File: src/rtl/cmb_flag_collector.sv
// Samples the q/r/s/t qualifier flags on in_valid, keeps saturating per-flag
// high counts and queues time-indexed flag-change events in a FWFT FIFO.
module cmb_flag_collector #(
  parameter int DEPTH   = 8,
  parameter int IDX_W   = 8,
  parameter int COUNT_W = 16
) (
  input  logic                     clk,
  input  logic                     rst,
  input  logic                     in_valid,
  input  logic                     q,
  input  logic                     r,
  input  logic                     s,
  input  logic                     t,
  input  logic                     clr_cnt,
  input  logic                     clr_ovf,
  output logic                     ev_valid,
  input  logic                     ev_ready,
  output logic [IDX_W+7:0]         ev_data,
  output logic [$clog2(DEPTH):0]   ev_count,
  output logic [COUNT_W-1:0]       cnt_q,
  output logic [COUNT_W-1:0]       cnt_r,
  output logic [COUNT_W-1:0]       cnt_s,
  output logic [COUNT_W-1:0]       cnt_t,
  output logic                     ovf
);

  localparam int AW = $clog2(DEPTH);
  localparam int EW = IDX_W + 8;
  localparam logic [AW:0]      FULL_C = (AW+1)'(DEPTH);
  localparam logic [AW:0]      CNT1_C = (AW+1)'(1);
  localparam logic [AW-1:0]    PTR1_C = AW'(1);
  localparam logic [IDX_W-1:0] IDX1_C = IDX_W'(1);
  localparam logic [COUNT_W-1:0] C1_C = COUNT_W'(1);

  // Handshake: an event leaves the FIFO on a cycle where ev_valid and
  // ev_ready are both high; ev_data stays put while ev_ready is low.

  logic             s1_valid;
  logic [3:0]       s1_flags;
  logic [IDX_W-1:0] s1_idx;
  logic [IDX_W-1:0] idx;
  logic [3:0]       prev;
  logic             first;

  logic [EW-1:0]    mem [DEPTH];
  logic [AW-1:0]    wr_ptr;
  logic [AW-1:0]    rd_ptr;
  logic [AW:0]      count;

  logic [COUNT_W-1:0] cnt [4];

  logic [3:0] chg;
  logic       ev_gen;
  logic       pop;
  logic       push;
  logic       drop;

  // first is only ever set alongside prev=0, but the mux keeps the intent explicit.
  assign chg    = s1_flags ^ (first ? 4'b0000 : prev);
  assign ev_gen = s1_valid && (first || (chg != 4'b0000));
  assign pop    = ev_valid && ev_ready;
  assign push   = ev_gen && ((count != FULL_C) || pop);
  assign drop   = ev_gen && !push;

  // Stage 1: capture flags and the sample index.
  always_ff @(posedge clk or posedge rst) begin
    if (rst) begin
      s1_valid <= 1'b0;
      s1_flags <= '0;
      s1_idx   <= '0;
      idx      <= '0;
    end else begin
      s1_valid <= in_valid;
      if (in_valid) begin
        s1_flags <= {q, r, s, t};
        s1_idx   <= idx;
        idx      <= idx + IDX1_C;
      end
    end
  end

  // Stage 2: change detection, counters, FIFO bookkeeping and overflow flag.
  always_ff @(posedge clk or posedge rst) begin
    if (rst) begin
      prev   <= '0;
      first  <= 1'b1;
      wr_ptr <= '0;
      rd_ptr <= '0;
      count  <= '0;
      ovf    <= 1'b0;
      for (int i = 0; i < 4; i++) cnt[i] <= '0;
    end else begin
      if (s1_valid) begin
        prev  <= s1_flags;
        first <= 1'b0;
      end
      for (int i = 0; i < 4; i++) begin
        if (clr_cnt)
          cnt[i] <= '0;
        else if (s1_valid && s1_flags[i] && (cnt[i] != '1))
          cnt[i] <= cnt[i] + C1_C;
      end
      if (push) wr_ptr <= wr_ptr + PTR1_C;
      if (pop)  rd_ptr <= rd_ptr + PTR1_C;
      case ({push, pop})
        2'b10:   count <= count + CNT1_C;
        2'b01:   count <= count - CNT1_C;
        default: count <= count;
      endcase
      if (drop)
        ovf <= 1'b1;
      else if (clr_ovf)
        ovf <= 1'b0;
    end
  end

  // Storage is not reset; ev_data is masked to zero whenever the FIFO is empty.
  always_ff @(posedge clk) begin
    if (push) mem[wr_ptr] <= {s1_idx, s1_flags, chg};
  end

  assign ev_valid = (count != '0);
  assign ev_data  = ev_valid ? mem[rd_ptr] : '0;
  assign ev_count = count;
  assign cnt_q    = cnt[3];
  assign cnt_r    = cnt[2];
  assign cnt_s    = cnt[1];
  assign cnt_t    = cnt[0];

endmodule
File: config.mk
export PLATFORM = sky130hd
export DESIGN_NAME = cmb_flag_collector
export DESIGN_NICKNAME = d
export VERILOG_FILES = /design/src/rtl/cmb_flag_collector.sv
export SDC_FILE = /design/constraint.sdc
export NUM_CORES = 1
export LEC_CHECK = 0
export BUFFER_PORTS_ARGS = -buffer_cell sky130_fd_sc_hd__buf_2
export CORE_MARGIN = 2
export CORE_UTILIZATION = 35
export CTS_CLUSTER_DIAMETER = 80
export DETAILED_ROUTE_END_ITERATION = 10
export PLACE_DENSITY = 0.57
export SKIP_LAST_GASP = 1
export SLEW_MARGIN = 25
export SYNTH_ARGS = -nofsm -noshare
export SYNTH_HDL_FRONTEND = slang
export SYNTH_SLANG_ARGS = --single-unit
File: constraint.sdc
create_clock -name clk -period 6 [get_ports clk]
set_input_delay 1.2 -clock clk [delete_from_list [all_inputs] [get_ports clk]]
set_output_delay 1.2 -clock clk [all_outputs]
set_load 0.02 [all_outputs]
# After elaboration in Yosys (flattened, before gate mapping)

Memory sizes are Yosys's and may differ from the RTL's.
Cells that the tools add are included.

$add $sub $neg: 9
Muxes and demuxes: 15
$lt $le $gt $ge: 0
Divide/modulo/power cells: 0
Shift-type cells: 0
Bitwise operators: 1
Multipliers: 0
Equal/unequal tests: 7
Reductions and logical operators: 23

Operators by type and width:

| operator              | number |
|---|---|
| $mux 16               | 9 |
| $add 16x1->16 const B | 4 |
| $ne 16x16->1 const B  | 4 |
| $logic_and 1x1->1     | 12 |
| $reduce_bool 2->1     | 6 |
| $add 8x1->8 const B   | 1 |
| $pmux 4 s2            | 1 |
| $reduce_bool 4->1     | 2 |
| $add 3x1->3 const B   | 2 |
| $add 4x1->4 const B   | 1 |
| $mux 1                | 4 |
| $mux 4                | 1 |
| $ne 4x4->1 const B    | 1 |
| $sub 4x1->4 const B   | 1 |
| $xor 4x4->4           | 1 |
| $eq 2x1->1 const B    | 1 |
| $eq 2x2->1 const B    | 1 |
| $logic_or 1x1->1      | 2 |
| $logic_not 1->1       | 1 |

Bits of input ports: 10
Bits in latches: 0
Register bits: 101
Output and inout bits: 86
Bits in read-only memories: 0
RAM bits: 128
Memories: 1

Memories:

| memory | words | width | rd ports | clocked after Yosys merged registers in | write ports | RTL line | text |
|---|---|---|---|---|---|---|---|
| mem    | 8     | 16    | 1        | 0                                       | 1           | 46       | `logic [EW-1:0] mem [DEPTH];` |

# Depth between registers and ports, before layout

Gate-level depths: netlist of the first run.

Depth in word-level cells: 9
Gate-level depth with buffers: 9

# Least setup slack after synthesis of the first run

No wires, ideal clock.

Kind: input -> register
Start point: input ev_ready
End point: memory mem[0][0] in the netlist's numbering, enable pin
Path buffers: 0
Stages: 4
Required time: 5,564 ps
Path slack: 2,083 ps
Arrival: 3,480 ps
Path through: nand2b_1 -> o21ai_0 -> a21oi_2 -> nor4b_1

Word-level cells in the longest chain between the ends: 5

Ends and longest elaborated chain:

| item                         | RTL line | text |
|---|---|---|
| from (decl)                  | 18       | `input logic ev_ready,` |
| $logic_and 1x1->1            | 62       | `assign pop = ev_valid && ev_ready;` |
| $logic_or 1x1->1             | 63       | `assign push = ev_gen && ((count != FULL_C) \|\| pop);` |
| $logic_and 1x1->1            | 63       |  |
| $mux 1                       | 120      | `if (push) mem[wr_ptr] <= {s1_idx, s1_flags, chg};` |
| $mux 1 (not written as such) | 120      |  |
| to (decl)                    | 46       |  |

No other way between the ends.

# Worst setup path after layout of the first run

Start point: register rd_ptr[0]
End point: output ev_data[15]

Word-level cells in the longest chain between the ends: 2

Ends and longest elaborated chain:

| item                   | RTL line | text |
|---|---|---|
| from (decl)            | 48       | `logic [AW-1:0] rd_ptr;` |
| from (signal assigned) | 105      | `if (pop) rd_ptr <= rd_ptr + PTR1_C;` |
| $mem_v2 8x16           | --       |  |
| $mux 16                | 124      | `assign ev_data = ev_valid ? mem[rd_ptr] : '0;` |
| to (decl)              | 19       | `output logic [IDX_W+7:0] ev_data,` |

No other way between the ends.

==> results of run 1 <==
==> per-layer routing <==
| layer | GRT usage | up-vias | part of all wire |
|---|---|---|---|
| li1 | - | 2860 | - |
| met5 | 0 | - | 0.0013 |
| met1 | 0.201 | 3023 | 0.47 |
| met2 | 0.218 | 142 | 0.44 |
| met4 | 0.0338 | 4 | 0.019 |
| met3 | 0.0350 | 31 | 0.065 |
==> state kept, by name, summed over array words and instances (netlist names) <==
signal    flops
cnt_q        16
cnt_r        16
cnt_s        16
cnt_t        16
ev_count      4
first         1
idx           8
mem         128
ovf           1
prev          4
rd_ptr        3
s1_flags      4
s1_idx        8
s1_valid      1
wr_ptr        3
==> cells in the mapped netlist (3+ instances only) <==
cell and number:
edfxtp_1 128, dfrtp_1 100, nor2_1 86, xnor2_1 48, nand2_1 33, mux4_2 32
nand3_1 29, nor3_1 26, nand4_1 25, xor2_1 23, inv_1 19, mux2i_1 18
clkbuf_1 17, mux2_2 15, a21oi_1 13, o21ai_0 11, ha_1 9, a211oi_1 6
nor4_1 6, and3_1 5, buf_2 5, nor3b_1 5, or3_1 5, nor4_2 4
and4_1 3, nand2b_1 3, nand4b_1 3
==> cells in the final DEF (no fill, tap or decap), types with 3 or more instances in the layout <==
master,n
and4_1,3
dfrtp_2,3
clkbuf_8,4
or3_1,5
nand2b_1,3
buf_4,12
mux4_2,32
dfrtp_1,97
mux2i_1,18
nand4_1,25
xor2_1,23
nor2_1,86
inv_1,18
mux2_2,15
nor3_2,3
a211oi_1,6
clkbuf_1,6
nand4b_1,3
xnor2_1,48
nor4_1,6
buf_2,95
a21oi_1,13
and3_1,5
clkinv_1,4
clkbuf_16,26
nor4_2,4
nand3_1,29
ha_1,9
o21ai_0,11
nand2_1,33
edfxtp_1,128
nor3_1,25
==> area by class of cell <==
class	instances	area, sq um
Fill cell	2585	16100
Sequential cell	229	6380
Multi-Input combinational cell	438	3470
Clock buffer	36	728
Timing Repair Buffer	108	577
Tap cell	378	473
Clock inverter	8	77.6
Inverter	19	73.8
Antenna cell	2	5.00
==> report_power, final <==
group          internal [mW]  switching, mW
Clock                  0.885          0.602
Combinational          0.530          0.562
Sequential              1.97          0.318
==> stage by stage <==
step / worst slack [ns] / std cells / util
after floorplan: 2.08 / 711 / -
after global placement: 2.55 / 1171 / 0.393
after detailed placement: 2.52 / 1171 / 0.393
after CTS: 2.05 / 1215 / 0.422
after global routing: 1.88 / 1216 / 0.423
final: 2.15 / 1218 / 0.423
==> critical path, cell delays in order (launching register included) <==
cell and delay, ns:
dfrtp_2 0.75, buf_4 0.43, mux4_2 0.57, mux2i_1 0.15, nor2_1 0.05, buf_2 0.16
==> logic make-up after synthesis <==
kind of cell | Yosys count | share of synthesized area
flip-flops | 229 | 0.640
buffers and inverters | 44 | 0.0176
AO/OA/AOI/OAI | 42 | 0.0298
adder cells (fa/ha/maj) | 10 | 0.0133
multiplexers | 66 | 0.109
AND/OR/NAND/NOR | 249 | 0.128
XOR/XNOR | 71 | 0.0625
==> final timing paths <==
path                                        endpoint                  start
worst min-delay path              idx[7]$_DFFE_PP0P_     idx[7]$_DFFE_PP0P_
max in group asynchronous       cnt_s[5]$_DFFE_PP0P_                    rst
worst max-delay path                     ev_data[15]  rd_ptr[0]$_DFFE_PP0P_
worst min register to register    idx[7]$_DFFE_PP0P_     idx[7]$_DFFE_PP0P_
worst max register to register   mem[0][1]$_DFFE_PP_     s1_valid$_DFF_PP0_
min in group asynchronous       cnt_s[8]$_DFFE_PP0P_                    rst
==> impl_metrics.csv, run 1 <==
group,metric,value,unit
drt,drc,0,
worst_hold_path,worst_hold_path_type,"flip-flop to flip-flop",
yosys,synth.distinct_cells,51,
placement,place_congestion,0.791,
setup_path,critical_path_arrival,2.65,ns
grt,grt_max_degree,68,
setup_path,critPathKind,"flip-flop to primary output",
timing,tightestPinTransition,0.920,ns
drt,vias,6060,
floorplanning,core_area,27900,sq um
yosys,synth-seq-cells,229,
placement,dp_hpwl,13.6,mm
clock_network,cts_buffers,26,
clock_network,path_clk_slew,0.05,ns
timing,finalSetupTns,0,ns
floorplanning,fp-row-count,61,
yosys,synthArstFlopShare,0.441,
floorplanning,die-area,29800,sq um
run_status,status,"complete, no violations",
timing,finalSetupViolCount,0,
yosys,netlist_top_cells_area,"edfxtp_1 (39%), dfrtp_1 (25%), mux4_2 (7.2%)",
timing,max-slew-margin-rel,0.381,
yosys,synth_area,9950,sq um
drt,drt_iter0_markers,410,
placement,place.port_buffers,95,
clock_network,htreeDepth,1,
timing,fin_crit,3.85,ns
yosys,seq_area_frac_synth,0.640,
clock_network,postCtsSetupBuffers,0,
clock_network,clock_latency,0.53,ns
drt,routed_via_density,4.98,
grt,grt_pass1_wl,34.2,mm
setup_path,cp_max_fo,18,
floorplanning,die_height,173,um
pwr,p_total,4.86,mW
floorplanning,die_width,173,um
timing,holdWs,0.472,ns
floorplanning,start_util,0.357,
clock_network,cts_tree,"yes",
finish,layout.nets,842,
drt,dr.pass1.iters,4,
timing,report.final.slew_viol_count,0,
yosys,synth_nets,731,
setup_path,reg2regPathDepth,4,
yosys,synthCells,711,
clock_network,clock_path_buffers,3,
floorplanning,ioPinCount,96,
setup_path,cp-start-kind,"flip-flop",
clock_network,clock_sinks,229,
drt,wire_per_inst,17.3,um
yosys,ys.warnings.count,0,
job,drv_cap,0,
clock_network,clock-root-buffer,"clkbuf_16",
timing,rsz0062_at_grt,"no",
worst_hold_path,min_path_cells,1,
drt,routed_wl,21.0,mm
setup_path,cp-end-kind,"primary output",
pwr,p_leak,4.52,nW
timing,fmaxAchievable,0.260,GHz
placement,dpl_cell_area,11000,sq um
grt,antenna_found_initial,4,
yosys,yosys_most_used_dff,"edfxtp_1",
yosys,synth_top_area_frac,0.386,
drt,drtAntennaViolNets,0,
pwr,power_density,413,nW/um^2
finish,syn_to_final_growth,18.3,%
yosys,synth_top_area_cell,"edfxtp_1",
clock_network,cts_resized,0,
grt,grt_pass1_vias,6050,
timing,skew,0.0155,ns
setup_path,cp.required,4.80,ns
timing,fin_crit_sh,0.642,
setup_path,r2r_slack,3.07,ns
clock_network,postCtsHoldBufs,0,
timing,report.final.hold_viol_count,0,
pwr,peakVddDrop,206,uV
finish,finish.instance_area,11800,sq um
grt,globalRoute.totalOverflow,0,
finish,drive_gt1_frac,0.260,
yosys,synth-edff-count,128,
yosys,syn_area_per_cell,14.0,sq um
grt,track_usage,0.141,
Power figures use the tool's default switching activity.
==> run 2, diff against run 1 <==
--- a/config.mk
+++ b/config.mk
@@ -5,12 +5,13 @@
 export SDC_FILE = /design/constraint.sdc
 export NUM_CORES = 1
 export LEC_CHECK = 0
+export ABC_AREA = 1
 export BUFFER_PORTS_ARGS = -buffer_cell sky130_fd_sc_hd__buf_2
 export CORE_MARGIN = 2
 export CORE_UTILIZATION = 35
 export CTS_CLUSTER_DIAMETER = 80
 export DETAILED_ROUTE_END_ITERATION = 10
-export PLACE_DENSITY = 0.57
+export PLACE_DENSITY = 0.59
 export SKIP_LAST_GASP = 1
 export SLEW_MARGIN = 25
 export SYNTH_ARGS = -nofsm -noshare
==> constraint.sdc (replaced) <==
create_clock -name clk -period 3.1 [get_ports clk]
set_input_delay 0.62 -clock clk [delete_from_list [all_inputs] [get_ports clk]]
set_output_delay 0.62 -clock clk [all_outputs]
set_load 0.02 [all_outputs]
==> run 2 against run 1 <==
Non-clock buffer count rose by 11. Synthesized cell count rose by 53%. First-iteration DRC count up 17%. Clock-buffer cell count fell by 6. Cell count up 32%. Clock skew rose by 0.0028 ns. Largest cell class unchanged.
==> impl_metrics.csv, run 2 <==
group,metric,value,unit
run_status,status,"complete, no violations",
setup_path,crit_cells,7,
timing,tightestPinTransition,0.909,ns
grt,globalRoute.totalOverflow,0,
finish,syn_to_final_growth,17.7,%
pwr,power_frac_clock,0.319,
floorplanning,core_area,30400,sq um
grt,antenna_found_initial,1,
placement,place_congestion,0.850,
drt,routed_wl,26.2,mm
pwr,peakVddDrop,397,uV
clock_network,postCtsSetupBuffers,0,
finish,drive_gt1_frac,0.198,
clock_network,clock_sinks,229,
drt,dr.pass1.iters,5,
setup_path,reg2regPathDepth,16,
yosys,synth-edff-count,128,
setup_path,worstSetupStartpoint,"rd_ptr[0]$_DFFE_PP0P_",
setup_path,crit_family,"buffers and inverters",
floorplanning,die_width,179,um
setup_path,critical_path_arrival,2.25,ns
floorplanning,start_util,0.353,
floorplanning,fp-row-count,64,
clock_network,clock-root-buffer,"clkbuf_16",
setup_path,r2r_slack,0.54,ns
job,drv_cap,0,
timing,fmaxAchievable,0.349,GHz
floorplanning,ioPinCount,96,
yosys,seq_area_frac_synth,0.594,
setup_path,cp-start-kind,"flip-flop",
drt,drt_iter0_markers,480,
yosys,synthArstFlopShare,0.441,
setup_path,crit_slowest_cell,"dfrtp_2",
grt,track_usage,0.167,
placement,dp_hpwl,17.4,mm
setup_path,critPathKind,"flip-flop to primary output",
yosys,synth_top_area_cell,"edfxtp_1",
finish,nFillCells,2968,
clock_network,clock_path_buffers,3,
timing,rsz0062_at_grt,"no",
grt,grt_pass1_vias,7879,
timing,finalSetupViolCount,0,
yosys,yosys_most_used_dff,"edfxtp_1",
drt,vias,8136,
yosys,netlist_top_cells_area,"edfxtp_1 (36%), dfrtp_1 (23%), nand2_1 (5.6%)",
finish,regMostFlops,"mem",
timing,max-slew-margin-rel,0.390,
floorplanning,die_height,179,um
pwr,p_sw,3.33,mW
finish,final_common_cell,"nand2_1",
setup_path,rr_endpoint,"ev_count[3]$_DFFE_PP0P_",
setup_path,cp_max_fo,32,
yosys,yosysMostFrequentCell,"nand2_1",
timing,report.final.slew_viol_count,0,
clock_network,cts_tree,"yes",
pwr,combPwrFrac,0.274,
placement,place_inst,1563,
finish,layout_common_cells,"nand2_1 (160), nor2_1 (148), edfxtp_1 (128)",
yosys,synth_top_area_frac,0.358,
finish,largest_reg_flops,128,
setup_path,slowest_delay,0.42,ns
pwr,sw_frac_of_total,0.340,
yosys,synth.distinct_cells,42,
yosys,synthCells,1087,
floorplanning,die-area,32100,sq um
setup_path,cp-endpoint,"ev_data[12]",
setup_path,path_buf_inv,3,
yosys,syn_area_per_cell,9.88,sq um
timing,report.final.hold_viol_count,0,
setup_path,cp.required,2.48,ns
grt,grt_pass1_wl,42.8,mm
pwr,p_leak,5.13,nW
worst_hold_path,worst_hold_path_type,"input port to async pin",
pwr,seq_power_share,0.407,
timing,skew,0.0183,ns
clock_network,path_clk_slew,0.06,ns
pwr,cellInternalPower,6.47,mW
yosys,synth_area,10700,sq um
yosys,synth-seq-cells,229,
yosys,ys.warnings.count,0,
clock_network,htreeDepth,1,
finish,layout.nets,1215,
grt,grt_max_degree,50,
yosys,synthTopCellsByCount,"nand2_1 (160), nor2_1 (148), edfxtp_1 (128), o21ai_0 (109), dfrtp_1 (100)",
pwr,power_density,775,nW/um^2
clock_network,cts_buffers,26,
yosys,synth_nets,1107,
drt,routed_via_density,5.05,
setup_path,crit_path_cell_trace,"inv_2 -> buf_4 -> o21ai_0 -> o22ai_1 -> o21ai_0 -> a31oi_1 -> buf_2",
clock_network,clock_latency,0.53,ns
drt,drtAntennaViolNets,0,
setup_path,cp-end-kind,"primary output",
placement,place.port_buffers,95,
drt,drc,0,
setup_path,cp_common_cell,"o21ai_0",
finish,final-instance-count-excl-fill,1612,
timing,finalSetupTns,0,ns
timing,fin_crit,2.87,ns
drt,wire_per_inst,16.3,um
timing,fin_crit_sh,0.924,
setup_path,r2r_start,"s1_flags[3]$_DFFE_PP0P_",
==> run 2: cell types whose count changed in the layout (fill, tap and decap cells not counted), moves of 17 or more <==
| cell | delta |
|---|---|
| nand2_1 | +127 |
| xnor2_1 | -40 |
| o22ai_1 | +17 |
| mux2i_1 | -18 |
| o21ai_0 | +98 |
| inv_1 | +63 |
| nand3_1 | +30 |
| o21ai_2 | +18 |
| a31oi_1 | +17 |
| nor2_1 | +62 |
| mux4_2 | -32 |
==> run 2: layer usage <==
metal  global-route usage  routed length, um  up-vias  share of wire
li1                     -                  -     3986              -
met1                0.232              12100     3934           0.46
met2                0.273              12200      184           0.47
met3               0.0320               1540       32          0.059
met4               0.0356                353        0          0.013
met5                    0                  0        -              0
==> run 2: area by class of cell <==
type | instances | area, sq um | share of cell area
repair buffers | 119 | 697 | 0.0552
flip-flops and latches | 229 | 6370 | 0.505
clock buffers | 30 | 666 | 0.0527
well taps | 396 | 495 | 0.0392
clock inverters | 18 | 219 | 0.0173
inverters | 103 | 400 | 0.0317
multi-input cells | 716 | 3780 | 0.299
diodes | 1 | 2.50 | 0.000198
==> run 2: timing repair <==
action	in CTS	in global routing
hold buffers	0	0
setup endpoints to repair	0	1
gates resized for setup	0	1
==> run 2: how the worst min path moves through the flow <==
stage	startpoint	endpoint	slack, ns
final	rst	s1_flags[2]$_DFFE_PP0P_	0.20
after global routing	rst	s1_flags[0]$_DFFE_PP0P_	0.24
after CTS	rst	s1_flags[2]$_DFFE_PP0P_	0.21
after detailed placement	idx[7]$_DFFE_PP0P_	idx[7]$_DFFE_PP0P_	0.46
after global placement	idx[7]$_DFFE_PP0P_	idx[7]$_DFFE_PP0P_	0.46
after floorplan	idx[7]$_DFFE_PP0P_	idx[7]$_DFFE_PP0P_	0.44
==> run 2: cells by family after synthesis <==
kind of cell,Yosys count,synth area share
simple gates,484,0.213
flops,229,0.594
compound gates,194,0.103
buf+inv,142,0.0543
xor+xnor,27,0.0220
fa+ha+maj,10,0.0124
mux,1,0.00105
==> run 2: power groups by stage <==
stage / Combinational [mW] / Clock [mW] / Sequential, mW
after floorplan: 1.79 / 0 / 4.01
after global placement: 2.69 / 0 / 4.04
after detailed placement: 2.73 / 0 / 4.05
after CTS: 2.73 / 3.20 / 3.99
after global routing: 3.01 / 3.34 / 4.04
final: 2.68 / 3.12 / 3.99
==> run 2: metrics by stage <==
stage	hold slack, ns	power (mW)	util	instance area (sq um)	setup WS, ns
6_report	0.205	9.79	0.415	12600	0.235
5_1_grt	0.235	10.4	0.415	12600	0.00558
4_1_cts	0.214	9.92	0.415	12600	0.154
3_5_place_dp	0.460	6.78	0.386	11700	0.552
3_3_place_gp	0.462	6.72	0.386	11700	0.628
2_1_floorplan	0.442	5.80	-	10700	0.648
==> run 3, diff against run 2 <==
--- a/config.mk
+++ b/config.mk
@@ -5,15 +5,14 @@
 export SDC_FILE = /design/constraint.sdc
 export NUM_CORES = 1
 export LEC_CHECK = 0
-export ABC_AREA = 1
 export BUFFER_PORTS_ARGS = -buffer_cell sky130_fd_sc_hd__buf_2
 export CORE_MARGIN = 2
 export CORE_UTILIZATION = 35
 export CTS_CLUSTER_DIAMETER = 80
 export DETAILED_ROUTE_END_ITERATION = 10
+export HOLD_SLACK_MARGIN = 0.05
 export PLACE_DENSITY = 0.59
 export SKIP_LAST_GASP = 1
-export SLEW_MARGIN = 25
 export SYNTH_ARGS = -nofsm -noshare
 export SYNTH_HDL_FRONTEND = slang
 export SYNTH_SLANG_ARGS = --single-unit
==> run 3 against run 2 <==
Sequential share of layout area is 2.9 points higher. Clock-buffer cell count is 8 higher. Global-route usage is 2.7 points lower. Fmax is 0.99% higher. Setup slack better by 0.028 ns. Utilization is 1.4 points higher. Cell count is 24% lower. Sequential power is 5.0% higher. Largest cell class unchanged. Clock skew is 0.0082 ns lower.
==> impl_metrics.csv, run 3 (synthesis results as in run 1) <==
group,metric,value,unit
run_status,status,"complete, no violations",
timing,max-slew-margin-rel,0.384,
timing,fmaxAchievable,0.352,GHz
pwr,p_total,9.59,mW
timing,finalSetupViolCount,0,
clock_network,clock_latency,0.51,ns
floorplanning,start_util,0.357,
drt,drt_iter0_markers,375,
floorplanning,core_area,27900,sq um
timing,report.final.slew_viol_count,0,
finish,layout.nets,855,
job,drv_cap,0,
setup_path,critical_path_arrival,2.22,ns
drt,drtAntennaViolNets,0,
timing,fin_crit,2.84,ns
grt,grt_pass1_vias,6304,
worst_hold_path,worst_hold_path_type,"input port to async pin",
grt,track_usage,0.140,
clock_network,postCtsSetupBuffers,0,
setup_path,cp.required,2.48,ns
clock_network,htreeDepth,1,
setup_path,cp_max_fo,9,
timing,report.final.hold_viol_count,0,
grt,grt_max_degree,44,
setup_path,rr_endpoint,"ev_count[3]$_DFFE_PP0P_",
drt,dr.pass1.iters,4,
setup_path,cp-start-kind,"flip-flop",
timing,rsz0062_at_grt,"no",
setup_path,reg2regPathDepth,9,
finish,largest_reg_flops,128,
clock_network,cts_buffers,26,
setup_path,r2r_slack,0.68,ns
drt,routed_via_density,4.91,
pwr,peakVddDrop,355,uV
drt,routed_wl,20.5,mm
timing,tightestPinTransition,0.922,ns
drt,wire_per_inst,16.7,um
finish,final_common_cell,"edfxtp_1",
finish,drive_gt1_frac,0.272,
placement,place.port_buffers,95,
drt,drc,0,
setup_path,cp-end-kind,"primary output",
timing,skew,0.0101,ns
setup_path,critPathKind,"flip-flop to primary output",
timing,finalSetupTns,0,ns
clock_network,postCtsHoldBufs,0,
grt,antenna_found_initial,4,
grt,grt_pass1_wl,34.0,mm
floorplanning,fp-row-count,61,
floorplanning,ioPinCount,96,
finish,layout_common_cells,"edfxtp_1 (128), dfrtp_1 (99), buf_2 (95)",
clock_network,cts_tree,"yes",
clock_network,path_clk_slew,0.06,ns
clock_network,clock_path_buffers,3,
finish,regMostFlops,"mem",
grt,globalRoute.totalOverflow,0,
placement,place_congestion,0.807,
floorplanning,die_height,173,um
clock_network,clock_sinks,229,
floorplanning,die_width,173,um
drt,vias,6050,
floorplanning,die-area,29800,sq um
timing,fin_crit_sh,0.915,
timing,holdWs,0.296,ns
clock_network,cts_resized,0,
clock_network,clock-root-buffer,"clkbuf_16",
pwr,power_density,803,nW/um^2
finish,syn_to_final_growth,20.0,%
placement,dp_hpwl,13.7,mm
pwr,p_leak,4.61,nW
setup_path,r2r_start,"ev_count[3]$_DFFE_PP0P_",
[run 3: how the worst max path moves through the flow]
stage                                 start  slack, ns  depth (start not counted)                       to
floorplan           ev_count[0]$_DFFE_PP0P_       0.13                          5      mem[6][0]$_DFFE_PP_
global placement    ev_count[3]$_DFFE_PP0P_       0.70                          9  ev_count[3]$_DFFE_PP0P_
detailed placement                 ev_ready       0.68                          7     mem[6][14]$_DFFE_PP_
CTS                   rd_ptr[0]$_DFFE_PP0P_       0.23                          5               ev_data[4]
global route          rd_ptr[0]$_DFFE_PP0P_       0.12                          5               ev_data[6]
finish                rd_ptr[0]$_DFFE_PP0P_       0.26                          5               ev_data[6]
[run 3: per-layer routing]
layer	track usage	routed length, um	vias up
li1	-	-	2896
met1	0.185	9190	2983
met2	0.230	9530	137
met3	0.0400	1380	32
met4	0.0331	432	2
met5	0	12	-
[run 3: report_power, final]
part           total [mW]  internal, mW  switching [mW]  leakage, nW
sequential           4.19          3.80           0.384         2.51
combinational        2.41          1.09            1.33         1.69
clock                2.99          1.84            1.15        0.406
[run 3: critical path, cell delays in order, from the launching register on]
cell	delay (ns)
dfrtp_2	0.44
buf_4	0.25
mux4_2	0.51
mux2i_1	0.26
nor2_1	0.07
buf_2	0.16
[run 3: cell type report]
type	instances	area (sq um)
fillers	2586	15900
flip-flops and latches	229	6370
multi-input cells	438	3470
clock buffers	38	757
repair buffers	121	708
well taps	378	473
clock inverters	5	81.3
inverters	19	75.1
diodes	3	7.51
[run 3: through the flow]
stage / util / setup slack, ns / area [sq um] / instances
2_1_floorplan: - / 0.131 / 9970 / 711
3_5_place_dp: 0.398 / 0.684 / 11100 / 1185
3_3_place_gp: 0.398 / 0.699 / 11100 / 1185
4_1_cts: 0.429 / 0.229 / 11900 / 1228
6_report: 0.429 / 0.263 / 11900 / 1231
5_1_grt: 0.429 / 0.125 / 11900 / 1228
